File: config.mk
export PLATFORM = sky130hd
export DESIGN_NAME = fifo_wr_adapter
export DESIGN_NICKNAME = d
export VERILOG_FILES = /design/src/rtl/nou_fifo_pkg.sv /design/src/rtl/fifo_wr_adapter.sv
export SDC_FILE = /design/constraint.sdc
export NUM_CORES = 2
export LEC_CHECK = 0
export BUFFER_PORTS_ARGS = -buffer_cell sky130_fd_sc_hd__buf_2
export CAP_MARGIN = 20
export CORE_AREA = 2 2 405 407
export CTS_CLUSTER_DIAMETER = 150
export DETAILED_ROUTE_END_ITERATION = 10
export DIE_AREA = 0 0 407 409
export HOLD_SLACK_MARGIN = 0.15
export PLACE_DENSITY = 0.46
export SYNTH_ARGS = -nofsm -noshare
export SYNTH_HDL_FRONTEND = slang
export SYNTH_SLANG_ARGS = --single-unit
File: constraint.sdc
create_clock -name clk -period 2.2 [get_ports clk]
set_input_delay 0.11 -clock clk [delete_from_list [all_inputs] [get_ports clk]]
set_output_delay 0.11 -clock clk [all_outputs]
set_load 0.02 [all_outputs]
File: src/rtl/nou_fifo_pkg.sv
// rtl/nou_fifo_pkg.sv - shared constants for the FIFO write skid adapter
package nou_fifo_pkg;

    // Depth of the in-order skid buffer sitting in front of the FIFO.
    localparam int FIFO_WR_SKID_DEPTH = 2;

    // Width of the entry counter, wide enough for 0..FIFO_WR_SKID_DEPTH.
    localparam int FIFO_WR_CNT_W = $clog2(FIFO_WR_SKID_DEPTH + 1);

    typedef logic [FIFO_WR_CNT_W-1:0] fifo_wr_cnt_t;

endpackage : nou_fifo_pkg

File: src/rtl/fifo_wr_adapter.sv
// rtl/fifo_wr_adapter.sv - 2-entry skid buffer feeding a standard FIFO write port
module fifo_wr_adapter
    import nou_fifo_pkg::*;
#(
    parameter int WIDTH = 512
) (
    input  logic             clk,
    input  logic             rstn,
    input  logic             valid_i,
    input  logic [WIDTH-1:0] din_i,
    output logic             ready_o,
    input  logic             flush_i,
    input  logic             fifo_full_i,
    output logic             fifo_wr_en_o,
    output logic [WIDTH-1:0] fifo_din_o,
    output fifo_wr_cnt_t     count_o
);

    localparam fifo_wr_cnt_t CNT_ZERO = '0;
    localparam fifo_wr_cnt_t CNT_ONE  = fifo_wr_cnt_t'(1);
    localparam fifo_wr_cnt_t CNT_FULL = fifo_wr_cnt_t'(FIFO_WR_SKID_DEPTH);

    logic [WIDTH-1:0] head_q, head_d;
    logic [WIDTH-1:0] tail_q, tail_d;
    fifo_wr_cnt_t     count_q, count_d;
    logic             push;
    logic             pop;

    // ready depends only on the count register, so upstream never sees
    // a combinational path from fifo_full_i or valid_i.
    assign ready_o      = (count_q != CNT_FULL);
    assign push         = valid_i && ready_o && !flush_i;
    assign pop          = (count_q != CNT_ZERO) && !fifo_full_i && !flush_i;
    assign fifo_wr_en_o = pop;
    assign fifo_din_o   = head_q;
    assign count_o      = count_q;

    // Next-state for head/tail/count; head always holds the oldest word.
    always_comb begin
        head_d  = head_q;
        tail_d  = tail_q;
        count_d = count_q;
        if (flush_i) begin
            count_d = CNT_ZERO;
        end else begin
            case (count_q)
                CNT_ZERO: begin
                    if (push) begin
                        head_d  = din_i;
                        count_d = CNT_ONE;
                    end
                end
                CNT_ONE: begin
                    if (push && pop) begin
                        head_d = din_i;
                    end else if (push) begin
                        tail_d  = din_i;
                        count_d = CNT_FULL;
                    end else if (pop) begin
                        count_d = CNT_ZERO;
                    end
                end
                CNT_FULL: begin
                    if (pop) begin
                        head_d  = tail_q;
                        count_d = CNT_ONE;
                    end
                end
                default: begin
                    count_d = CNT_ZERO;
                end
            endcase
        end
    end

    // Buffer state registers with asynchronous active-low clear.
    always_ff @(posedge clk or negedge rstn) begin
        if (!rstn) begin
            head_q  <= '0;
            tail_q  <= '0;
            count_q <= CNT_ZERO;
        end else begin
            head_q  <= head_d;
            tail_q  <= tail_d;
            count_q <= count_d;
        end
    end

endmodule : fifo_wr_adapter
==> flow_metrics.env <==
export IMPL_grt_pass1_wl_mm=226.9
export IMPL_vias=35200
export IMPL_synthMuxAreaShare_pct=25.89
export IMPL_antenna_found_initial=25
export IMPL_endpoint_kind="flip-flop"
export IMPL_max_vdd_ir_drop_mv=0.6894
export IMPL_post_dp_hpwl_mm=103.0
export IMPL_grt_pass1_vias=36350
export IMPL_final_period_utilization_pct=96.29
export IMPL_status="completed"
export IMPL_setup_worst_path_end="fifo_din_o[328]$_DFFE_PN0P_"
export IMPL_grt_busiest_layer="met2"
export IMPL_netlist_cell_type_count=19
export IMPL_crit_start="count_o[1]$_DFFE_PN0P_"
export IMPL_ys_warn_count=0
export IMPL_synth_compound_area_share_pct=0.08991
export IMPL_clockBufferDepth=3
export IMPL_synth_fa_ha_area_share_pct=0
export IMPL_hp_class="input pin to flip-flop"
export IMPL_cts_root_buffer="clkbuf_16"
export IMPL_hold_violations=0
export IMPL_viasPerCell=4.362
export IMPL_start_util_pct=27.48
export IMPL_synth_avg_cell_area_um2=11.64
export IMPL_cp_data_required_time_ns=2.77
export IMPL_critPathLaunchType="flip-flop"
export IMPL_clk_pin_slew_ns=0.07
export IMPL_postSynthCellCount=3827
export IMPL_r2r_start="count_o[1]$_DFFE_PN0P_"
export IMPL_path_class="flip-flop to flip-flop"
export IMPL_cts_buffers=120
export IMPL_ff2ff_setup_slack_ns=0.08
export IMPL_grt_max_degree=114
export IMPL_place_area_um2=52950
export IMPL_drt_wirelength_per_cell_um=18.76
export IMPL_htree_levels=3
export IMPL_wl_mm=151.4
export IMPL_mappedNetlistNets=4344
export IMPL_place_congestion=0.8109
export IMPL_gr_total_overflow=0
export IMPL_die_area_um2=166500
export IMPL_crit_fanout=23
export IMPL_portBuffers=1032
export IMPL_fin_worst_skew_ns=0.05646
export IMPL_design_area_um2=65840
export IMPL_r2r_cells=8
export IMPL_final_cell_mix="1537 x nand2_1, 1031 x buf_2, 1026 x dfrtp_1"
export IMPL_grt_use_total_pct=17.75
export IMPL_drv_slew=0
export IMPL_final_setup_tns_ns=0
export IMPL_rsz0062_at_grt="true"
export IMPL_design_portCount=1033
export IMPL_final_common_cell="nand2_1"
export IMPL_synthXorXnorAreaFrac_pct=0.01967
export IMPL_setup_viol_count_final=0
export IMPL_reg2reg_to="fifo_din_o[328]$_DFFE_PN0P_"
export IMPL_fmax_mhz=472.0
export IMPL_finalPower_mw=59.38
export IMPL_p_leak_nw=31.57
export IMPL_drt_iter0_markers=2002
export IMPL_die_y_um=409
export IMPL_fillers=15740
export IMPL_cp_data_arrival_time_ns=2.69
export IMPL_gr_usage_met3_pct=4.303
export IMPL_area_delta_synth_final_pct=47.84
export IMPL_fin_nets=6296
export IMPL_drtAntennaViolNets=0
export IMPL_drc_errors=0
export IMPL_powerDensity_nw_per_um2=901.9
export IMPL_synth_seq_cells=1026
export IMPL_hold_ws_ns=0.2180
export IMPL_worstHoldStart="din_i[30]"
export IMPL_synth_top_family_by_area="multiplexers"
export IMPL_drive_above_1_share_pct=34.22
export IMPL_netlist_area_um2=44530
export IMPL_yosys_area_share_simple_pct=13.09
export IMPL_clock_sinks=1026
export IMPL_chipWidth_um=407
export IMPL_rows=148
export IMPL_insertion_delay_ns=0.73
export IMPL_tightest_slew_ns=0.6777
export IMPL_dr_pass1_iters=5
export IMPL_grt_use_met2_pct=29.20
export IMPL_grt_util_met1_pct=22.80
export IMPL_period_minus_slack_ns=2.118
export IMPL_ys_seq_area_share_pct=57.65
export IMPL_maxCapViolCount=0
export IMPL_relSlewSlack_pct=54.82
export IMPL_core_um2=162000
export IMPL_cts_tree="built"
-- power by group --
part | internal [mW] | switching, mW
clock network | 11.8 | 8.33
registers | 23.5 | 2.55
logic | 6.39 | 6.80
total | 41.7 | 17.7
-- worst max-delay path, stage by stage, from the launching register on --
cell and delay [ns]:
dfrtp_1 0.38, nor2b_4 0.23, inv_8 0.07, a2bb2oi_4 0.16, nor2_8 0.17, buf_4 0.15, buf_16 0.16, buf_12 0.22
mux2_1 0.34
-- sequential cells by signal (all words and copies together) (netlist names) --
register / cells
fifo_din_o: 512
count_o: 2
tail_q: 512
-- per-stage QoR --
step	setup slack, ns	std cells	utilization [%]
global route	-0.003686	8069	40.63
floorplan	0.2733	3827	-
global placement	0.1729	6959	32.68
finish	0.08158	8070	40.63
CTS	0.02343	8047	40.56
detailed placement	0.1310	6959	32.68
-- Yosys cell counts --
library cell / n / area, um2
buf_1: 7 / 26.28
clkbuf_1: 55 / 206.5
mux2_2: 620 / 6982
mux2_1: 404 / 4549
o22a_1: 1 / 8.760
nor2_8: 1 / 20.02
inv_2: 1 / 3.750
xor2_1: 1 / 8.760
nor3b_1: 2 / 15.01
dfrtp_1: 1026 / 25670
nor3_1: 1 / 5.000
buf_4: 75 / 563.0
buf_6: 32 / 360.4
buf_2: 58 / 290.3
nor2b_1: 2 / 12.51
a21oi_1: 1 / 5.000
nor2_1: 2 / 7.510
a2bb2oi_4: 1 / 26.28
nand2_1: 1537 / 5769
-- routing by layer --
| metal | wire length [um] | share of wire (%) | vias up |
|---|---|---|---|
| met5 | 51 | 0.034 | - |
| met4 | 4737 | 3.1 | 8 |
| met3 | 9469 | 6.3 | 227 |
| met2 | 71600 | 47 | 918 |
| met1 | 65510 | 43 | 17510 |
| li1 | - | - | 16540 |
-- final cells by class --
class	instances	area [um2]	area share, %
diodes	18	45.04	0.06841
clock buffers	193	3730	5.665
clock inverters	27	301.5	0.4580
inverters	1	11.26	0.01710
multi-input cells	2573	17420	26.46
flip-flops and latches	1026	25670	39.00
well taps	2175	2721	4.133
repair buffers	2057	15940	24.20
-- repair_timing --
item / in CTS / in global routing
pin swaps: 0 / 1
endpoints found under the hold margin: 2052 / 0
hold buffers: 862 / 0
cloned: 2 / 1
setup endpoints to repair: 1 / 152
gates resized for setup: 2 / 2
buffers inserted: 4 / 4
-- how the worst min path moves through the flow --
| stage | end | slack (ns) | cells after the start |
|---|---|---|---|
| after global routing | tail_q[236]$_DFFE_PN0P_ | 0.15 | 3 |
| after global placement | fifo_din_o[329]$_DFFE_PN0P_ | 0.10 | 1 |
| after CTS | tail_q[62]$_DFFE_PN0P_ | 0.15 | 3 |
| final | tail_q[30]$_DFFE_PN0P_ | 0.22 | 3 |
| after floorplan | count_o[0]$_DFFE_PN0P_ | -0.19 | 0 |
| after detailed placement | fifo_din_o[329]$_DFFE_PN0P_ | 0.1 | 1 |
-- cell families (layout without fill, tap and decap cells) --
group / after synthesis / in the layout
compound gates: 3 / 3
mux: 1024 / 1024
flops: 1026 / 1026
buf+inv: 228 / 2278
xor+xnor: 1 / 1
other cells: 0 / 18
simple gates: 1545 / 1545
No activity file was read; power rests on OpenSTA's default activity.
